[src/rtl/enc_seq_ctrl_if.sv]
// Handshake bundle for the HD sample-encoder sequencer.
// Optional perf counters appear when ENC_SEQ_PERF_EN is defined.
`ifndef DIM
`define DIM 64
`endif

interface enc_seq_ctrl_if #(
  parameter int CNT_W = 8
);
  logic             start;
  logic [CNT_W-1:0] cfg_cnt;
  logic             busy;
  logic             feat_valid;
  logic             feat_ready;
  logic [`DIM-1:0]  feat_data;
  logic             enc_en;
  logic             enc_clear;
  logic [CNT_W-1:0] enc_cnt;
  logic [`DIM-1:0]  enc_data;
  logic             enc_done;
  logic [`DIM-1:0]  enc_result;
  logic             hv_valid;
  logic             hv_ready;
  logic [`DIM-1:0]  hv_data;
  logic             err;
`ifdef ENC_SEQ_PERF_EN
  logic [31:0]      perf_samples;
  logic [31:0]      perf_stall;
`endif

  modport slave (
    input  start, cfg_cnt, feat_valid, feat_data,
    input  enc_done, enc_result, hv_ready,
    output busy, feat_ready, enc_en, enc_clear,
    output enc_cnt, enc_data, hv_valid, hv_data, err
`ifdef ENC_SEQ_PERF_EN
    , output perf_samples, perf_stall
`endif
  );

  modport master (
    output start, cfg_cnt, feat_valid, feat_data,
    output enc_done, enc_result, hv_ready,
    input  busy, feat_ready, enc_en, enc_clear,
    input  enc_cnt, enc_data, hv_valid, hv_data, err
`ifdef ENC_SEQ_PERF_EN
    , input perf_samples, perf_stall
`endif
  );
endinterface

[src/rtl/enc_seq_ctrl.sv]
// Sequencer for one HD sample encoder: clear, stream features, capture.
// Define ENC_SEQ_PERF_EN to add sample/stall performance counters.
`ifndef DIM
`define DIM 64
`endif

module enc_seq_ctrl #(
  parameter int CNT_W     = 8,
  parameter int DONE_WAIT = 4
) (
  input logic           clk,
  input logic           rst,
  enc_seq_ctrl_if.slave bus
);

  typedef enum logic [2:0] {
    S_IDLE, S_CLEAR, S_ACCUM, S_WAIT, S_CAPT, S_OUT
  } state_e;

  state_e           state_q, state_d;
  logic [CNT_W-1:0] cnt_q, cnt_d;
  logic [CNT_W-1:0] fcnt_q, fcnt_d;
  logic [7:0]       wcnt_q, wcnt_d;
  logic [`DIM-1:0]  hv_q, hv_d;
  logic             err_q, err_d;
  logic             last;
  logic             timeout;

  assign last    = fcnt_q == (cnt_q - CNT_W'(1));
  assign timeout = ~bus.enc_done &
                   (wcnt_q == 8'(DONE_WAIT - 1));

  always_ff @(posedge clk or posedge rst) begin
    if (rst) begin
      state_q <= S_IDLE;
      cnt_q   <= '0;
      fcnt_q  <= '0;
      wcnt_q  <= '0;
      hv_q    <= '0;
      err_q   <= 1'b0;
    end else begin
      state_q <= state_d;
      cnt_q   <= cnt_d;
      fcnt_q  <= fcnt_d;
      wcnt_q  <= wcnt_d;
      hv_q    <= hv_d;
      err_q   <= err_d;
    end
  end

  always_comb begin
    state_d = state_q;
    cnt_d   = cnt_q;
    fcnt_d  = fcnt_q;
    wcnt_d  = '0;
    hv_d    = hv_q;
    err_d   = 1'b0;
    unique case (state_q)
      S_IDLE: begin
        if (bus.start) begin
          if (bus.cfg_cnt != '0) begin
            cnt_d   = bus.cfg_cnt;
            state_d = S_CLEAR;
          end else begin
            err_d = 1'b1;
          end
        end
      end
      S_CLEAR: begin
        fcnt_d  = '0;
        state_d = S_ACCUM;
      end
      S_ACCUM: begin
        if (bus.feat_valid) begin
          fcnt_d = fcnt_q + CNT_W'(1);
          if (last)
            state_d = bus.enc_done ? S_CAPT : S_WAIT;
        end
      end
      S_WAIT: begin
        wcnt_d = wcnt_q + 8'd1;
        if (bus.enc_done) begin
          state_d = S_CAPT;
        end else if (timeout) begin
          err_d   = 1'b1;
          state_d = S_IDLE;
        end
      end
      S_CAPT: begin
        hv_d    = bus.enc_result;
        state_d = S_OUT;
      end
      S_OUT: begin
        if (bus.hv_ready)
          state_d = S_IDLE;
      end
      default: state_d = S_IDLE;
    endcase
  end

  always_comb begin
    bus.busy       = state_q != S_IDLE;
    bus.feat_ready = state_q == S_ACCUM;
    bus.enc_en     = bus.feat_valid & (state_q == S_ACCUM);
    bus.enc_clear  = state_q == S_CLEAR;
    bus.enc_cnt    = cnt_q;
    bus.enc_data   = bus.feat_data;
    bus.hv_valid   = state_q == S_OUT;
    bus.hv_data    = hv_q;
    bus.err        = err_q;
  end

`ifdef ENC_SEQ_PERF_EN
  logic [31:0] psmp_q, pstl_q;
  logic        smp_inc, stl_inc;

  assign smp_inc = (state_q == S_OUT) & bus.hv_ready;
  assign stl_inc = ((state_q == S_ACCUM) & ~bus.feat_valid) |
                   ((state_q == S_OUT) & ~bus.hv_ready);

  // Both counters stick at all-ones rather than wrapping.
  always_ff @(posedge clk or posedge rst) begin
    if (rst) begin
      psmp_q <= '0;
      pstl_q <= '0;
    end else begin
      if (smp_inc && !(&psmp_q)) psmp_q <= psmp_q + 32'd1;
      if (stl_inc && !(&pstl_q)) pstl_q <= pstl_q + 32'd1;
    end
  end

  assign bus.perf_samples = psmp_q;
  assign bus.perf_stall   = pstl_q;
`endif

endmodule

[src/flat_wrapper.sv]
// flat-port wrapper written by rule: the top's interface ports become plain ports
module enc_seq_ctrl_flat 
#(
  parameter int CNT_W     = 8,
  parameter int DONE_WAIT = 4
)
  (clk, rst, bus_start, bus_cfg_cnt, bus_feat_valid, bus_feat_data, bus_enc_done, bus_enc_result, bus_hv_ready, bus_busy, bus_feat_ready, bus_enc_en, bus_enc_clear, bus_enc_cnt, bus_enc_data, bus_hv_valid, bus_hv_data, bus_err);
  enc_seq_ctrl_if #(.CNT_W(CNT_W)) bus_i ();
  input logic clk;
  input logic rst;
  input wire logic [$bits(bus_i.start)-1:0] bus_start;
  input wire logic [$bits(bus_i.cfg_cnt)-1:0] bus_cfg_cnt;
  input wire logic [$bits(bus_i.feat_valid)-1:0] bus_feat_valid;
  input wire logic [$bits(bus_i.feat_data)-1:0] bus_feat_data;
  input wire logic [$bits(bus_i.enc_done)-1:0] bus_enc_done;
  input wire logic [$bits(bus_i.enc_result)-1:0] bus_enc_result;
  input wire logic [$bits(bus_i.hv_ready)-1:0] bus_hv_ready;
  output wire logic [$bits(bus_i.busy)-1:0] bus_busy;
  output wire logic [$bits(bus_i.feat_ready)-1:0] bus_feat_ready;
  output wire logic [$bits(bus_i.enc_en)-1:0] bus_enc_en;
  output wire logic [$bits(bus_i.enc_clear)-1:0] bus_enc_clear;
  output wire logic [$bits(bus_i.enc_cnt)-1:0] bus_enc_cnt;
  output wire logic [$bits(bus_i.enc_data)-1:0] bus_enc_data;
  output wire logic [$bits(bus_i.hv_valid)-1:0] bus_hv_valid;
  output wire logic [$bits(bus_i.hv_data)-1:0] bus_hv_data;
  output wire logic [$bits(bus_i.err)-1:0] bus_err;
  assign bus_i.start = bus_start;
  assign bus_i.cfg_cnt = bus_cfg_cnt;
  assign bus_i.feat_valid = bus_feat_valid;
  assign bus_i.feat_data = bus_feat_data;
  assign bus_i.enc_done = bus_enc_done;
  assign bus_i.enc_result = bus_enc_result;
  assign bus_i.hv_ready = bus_hv_ready;
  assign bus_busy = bus_i.busy;
  assign bus_feat_ready = bus_i.feat_ready;
  assign bus_enc_en = bus_i.enc_en;
  assign bus_enc_clear = bus_i.enc_clear;
  assign bus_enc_cnt = bus_i.enc_cnt;
  assign bus_enc_data = bus_i.enc_data;
  assign bus_hv_valid = bus_i.hv_valid;
  assign bus_hv_data = bus_i.hv_data;
  assign bus_err = bus_i.err;
  enc_seq_ctrl #(.CNT_W(CNT_W), .DONE_WAIT(DONE_WAIT)) u_core (.clk(clk), .rst(rst), .bus(bus_i));
endmodule
[config.mk]
export PLATFORM = sky130hd
export DESIGN_NAME = enc_seq_ctrl_flat
export DESIGN_NICKNAME = d
export VERILOG_FILES = /design/src/rtl/enc_seq_ctrl_if.sv /design/src/rtl/enc_seq_ctrl.sv /design/src/flat_wrapper.sv
export SDC_FILE = /design/constraint.sdc
export NUM_CORES = 1
export LEC_CHECK = 0
export CORE_AREA = 2 2 109 111
export CTS_CLUSTER_DIAMETER = 120
export DETAILED_ROUTE_END_ITERATION = 10
export DIE_AREA = 0 0 111 113
export GPL_TIMING_DRIVEN = 0
export PLACE_DENSITY = 0.86
export SLEW_MARGIN = 40
export SYNTH_ARGS = -nofsm -noshare
export SYNTH_HDL_FRONTEND = slang
export SYNTH_SLANG_ARGS = --single-unit
[constraint.sdc]
create_clock -name clk -period 9.7 [get_ports clk]
set_clock_uncertainty 0.2 [all_clocks]
set_input_delay 1.94 -clock clk [delete_from_list [all_inputs] [get_ports clk]]
set_output_delay 1.94 -clock clk [all_outputs]
set_load 0.01 [all_outputs]
* Word-level counts from Yosys, hierarchy flattened
Cells that the tools add are included.
** Word-level totals
- Bits in registers :: 92
- Input bits :: 142
- Output and inout bits :: 142
** Cells by class
- Add/sub/neg operators :: 3
- Eq/ne operators :: 13
- Multiplexer cells :: 17
- Bitwise gates (word level) :: 3
- Reductions and logical operators :: 7
** Operators by type and width (number)
- 3-bit two-way mux :: 8
- 3-bit case mux with 6 select lines :: 1
- 8-bit by 1-bit adder with 8-bit output, second input constant :: 2
- 8-bit two-way mux :: 2
- 8-bit case mux with 2 select lines :: 1
- 8-bit by 2-bit == test with 1-bit output, second input constant :: 1
- 8-bit == test :: 1
- 8-bit nonzero test :: 1
- 8-bit by 1-bit subtractor with 8-bit output, second input constant :: 1
- 3-bit by 2-bit == test with 1-bit output, second input constant :: 2
- 3-bit == test, second input constant :: 2
- 2-bit inequality test, second input constant :: 3
- 6-bit AND reduction :: 1
- 1-bit two-way mux :: 4
- 2-bit by 1-bit inequality test with 1-bit output, second input constant :: 2
- 3-bit by 1-bit == test with 1-bit output, second input constant :: 1
- 3-bit logical NOT :: 1
- 3-bit by 2-bit inequality test with 1-bit output, second input constant :: 1
- 3-bit AND reduction :: 1
- 3-bit nonzero test :: 1
- 1-bit bitwise AND :: 2
- 1-bit case mux with 2 select lines :: 1
- 2-bit AND reduction :: 1
- 2-bit nonzero test :: 1
- 1-bit NOT :: 1

* Longest topological paths before layout
- Depth after elaboration :: 5
- Mapped depth :: 8
- Depth with buffers taken out :: 7

* Worst setup path before layout
No wires, ideal clock.
- Kind :: input to output
- Start point :: input bus_feat_valid
- End point :: output bus_enc_en
- Data arrival time :: 2.452 ns
- Required time :: 7.560 ns
- Slack :: 5.108 ns
- Cell stages on the path :: 2
- Cell sequence :: nor4bb_1 -> clkbuf_1
** On the way
- Cells in the longest elaborated chain, start to end :: 1
** RTL lines
- start: declaration :: RTL line flat_wrapper.sv:13 : input wire logic [$bits(bus_i.feat_valid)-1:0] bus_feat_valid;
- 1-bit bitwise AND :: RTL line enc_seq_ctrl.sv:104 : bus.enc_en = bus.feat_valid & (state_q == S_ACCUM);
- end: declaration :: RTL line flat_wrapper.sv:20 : output wire logic [$bits(bus_i.enc_en)-1:0] bus_enc_en;
No other way between the ends.

* Final worst setup path
Ends and elaborated chain as after synthesis.

==> results.sh <==
export IMPL_clkSinkCount=92
export IMPL_hold_viol_final=0
export IMPL_grt_pass1_vias=3914
export IMPL_syn_area_um2=4470
export IMPL_die_h_um=113
export IMPL_clockBufferDepth=2
export IMPL_antenna_left=0
export IMPL_r2r_start="u_core.bus.enc_cnt[0]"
export IMPL_min_from="u_core.wcnt_q[0]"
export IMPL_slew_viol_final=0
export IMPL_clk_pin_slew_ps=60
export IMPL_yosysUniqueCellTypes=47
export IMPL_cp_top_family="buffers and inverters"
export IMPL_area_growth_pct=61.5
export IMPL_nNetsFinal=741
export IMPL_setup_viol=0
export IMPL_ir_worst_vdd_uv=170
export IMPL_p_leak_nw=3.11
export IMPL_synth_nets=510
export IMPL_worstSetupStartpointType="primary input"
export IMPL_synth_seq_cells=92
export IMPL_antenna_cells=0
export IMPL_fin_setup_tns_ps=0
export IMPL_pwr_density_cell_nw_per_um2=268
export IMPL_clk_insertion_delay_late_ps=340
export IMPL_avgSynthCellArea_um2=12.3
export IMPL_holdPathStages=1
export IMPL_numPlacedInstances=728
export IMPL_p_total_w=0.00193
export IMPL_fmaxAchievable_mhz=172
export IMPL_worstPathMaxFanout=8
export IMPL_drtIter0Drc=112
export IMPL_layout_setup_ws_ps=3890
export IMPL_critPathSlowestCell="clkdlybuf4s50_1"
export IMPL_viasPerCell=4.84
export IMPL_routed_wl_um=11800
export IMPL_r2r_end="u_core.state_q[1]"
export IMPL_crit_arrival_ps=3670
export IMPL_synth_warnings=0
export IMPL_die_area_um2=12500
export IMPL_cts_resized=0
export IMPL_drt_first_pass_iters=4
export IMPL_place_congestion=0.817
export IMPL_crit_chain="clkdlybuf4s50_1, nor4bb_1, clkbuf_1, clkdlybuf4s50_1"
export IMPL_fin_cells=744
export IMPL_via_count=3601
export IMPL_reg2reg_depth=8
export IMPL_cts_inserted_buffers=9
export IMPL_cpPeakStageDelay_ps=620
export IMPL_cts_tree="done"
export IMPL_cts_root_buffer="clkbuf_16"
export IMPL_async_flop_share_pct=100
export IMPL_relSlewSlack_pct=53.0
export IMPL_grt_setup_unrepaired="no"
export IMPL_synth_top_flop_cell="dfrtp_1"
export IMPL_routedWlPerCell_um=15.9
export IMPL_cts_setup_buffers=0
export IMPL_path_class="primary input to primary output"
export IMPL_period_share_pct=59.9
export IMPL_hold_ws_ps=275
export IMPL_postCtsHoldBufs=0
export IMPL_grt_overflow_total=0
export IMPL_grt_pass1_wl_um=18700
export IMPL_layout_min_cycle_time_ps=5810
export IMPL_outcome="finished clean"
export IMPL_track_usage_pct=18.5
export IMPL_start_util_pct=39.7
export IMPL_hpwl_um=9320
export IMPL_grt_max_degree=53
export IMPL_layout_drive_gt1_share_pct=28.5
export IMPL_antenna_found_initial=0
export IMPL_min_to="u_core.wcnt_q[0]"
export IMPL_die_w_um=111
export IMPL_synthCells=365
export IMPL_ios=284
export IMPL_row_count=39
export IMPL_worst_slew_pin_slew_ps=706
export IMPL_core_area_um2=11300
export IMPL_cp_end_kind="primary output"
export IMPL_htree_levels=3
export IMPL_port_buffer_count=219
export IMPL_cpMostUsedCell="clkdlybuf4s50_1"
export IMPL_ff2ff_setup_slack_ps=7220
export IMPL_synth_edf_count=0
export IMPL_holdCritPathClass="flop to flop"
export IMPL_drc=0
export IMPL_synth_yosys_seq_area_share_pct=51.5
export IMPL_maxCapViolCount=0
export IMPL_crit_buf_inv=3
export IMPL_required_ps=7560
export IMPL_pre_cts_ws_ps=3840
-- synthesized netlist by cell type, types with 2 or more instances --
master	number	area [um^2]
nand4_1	6	37.5
o21bai_1	2	15.0
xor2_1	16	140
a31oi_1	2	12.5
or3_1	2	12.5
inv_1	5	18.8
nor4bb_1	2	20.0
nor2_1	19	71.3
o21ai_0	5	25.0
buf_4	64	480
or2_2	3	18.8
a21o_1	2	15.0
nand2_1	10	37.5
dfrtp_1	92	2300
nor2b_1	2	12.5
and3_1	3	18.8
buf_2	7	35.0
nor4_1	2	12.5
a21oi_1	4	20.0
nand2b_1	3	18.8
clkbuf_1	6	22.5
nand3_1	3	15.0
xnor2_1	4	35.0
ha_1	3	37.5
mux2i_1	2	20.0
nand3b_1	2	15.0
mux2_2	71	800
nor3_1	4	20.0
-- logic make-up after synthesis --
logic type                 count (synthesis)  synth area share, %
muxes                                     73                 18.3
adders and majority gates                  3                0.839
xor gates and xnor gates                  20                 3.92
and+or+nand+nor                           70                 9.04
AOI/OAI and AO/OA                         25                 3.97
DFF                                       92                 51.5
buffers and inverters                     82                 12.4
-- worst reg2reg max path, cell delays in order, from the launching register on --
cell and delay, ps:
dfrtp_1 500, inv_1 90, ha_1 200, clkbuf_1 190
o21bai_1 210, a211o_1 300, a21oi_1 180, o2111ai_1 150
a221o_2 350
-- sequential cells by signal (all words and copies together) (netlist names) --
signal              count
u_core.bus.err          1
u_core.wcnt_q           8
u_core.fcnt_q           8
u_core.bus.enc_cnt      8
u_core.bus.hv_data     64
u_core.state_q          3
-- layer usage --
layer	up-vias	part of all wire [%]	GRT usage, %
li1	1659	-	-
met1	1735	36	19.3
met2	188	53	34.2
met3	19	9.1	6.16
met4	0	2.1	7.42
met5	-	0	0
-- per-stage QoR --
stage / instance area [um^2] / utilization, %
final: 7220 / 64.1
after global routing: 7220 / 64.1
after CTS: 7220 / 64.1
after detailed placement: 6880 / 61.0
after global placement: 6840 / 60.7
after floorplan: 4470 / -
-- cell type report --
class                           instances  area, um^2
Fill cell                             863        4050
Clock buffer                           10         229
Inverter                                5        23.8
Timing Repair Buffer                  220        2220
Sequential cell                        92        2300
Tap cell                              143         179
Buffer                                 77         538
Multi-Input combinational cell        191        1610
Clock inverter                          6         119
-- layout by cell type (no fill, tap or decap), drive strengths merged, types with 4 or more instances in the layout --
cell type,n
nor3,5
xor2,16
nand2,10
nor2,19
nand4,6
mux2,71
and3,4
o21ai,6
buf,72
clkdlybuf4s50,219
inv,7
dfrtp,92
a21oi,5
xnor2,4
clkbuf,16
-- worst max path at each step --
stage	slack, ps	end	start	depth (start not counted)
after floorplan	5110	bus_enc_en	bus_feat_valid	2
after global placement	3840	bus_enc_en	bus_feat_valid	4
after detailed placement	3840	bus_enc_en	bus_feat_valid	4
after CTS	3840	bus_enc_en	bus_feat_valid	4
after global routing	3750	bus_enc_en	bus_feat_valid	4
final	3890	bus_enc_en	bus_feat_valid	4
-- where the power goes --
part	internal [W]	total (W)	leakage (nW)	switching (W)
Combinational	0.000527	0.000863	1.79	0.000336
Clock	0.000255	0.000407	0.169	0.000152
Sequential	0.000547	0.000664	1.14	0.000117
Total	0.00133	0.00193	3.11	0.000604
Note: power is estimated with default switching activity, not from simulation.
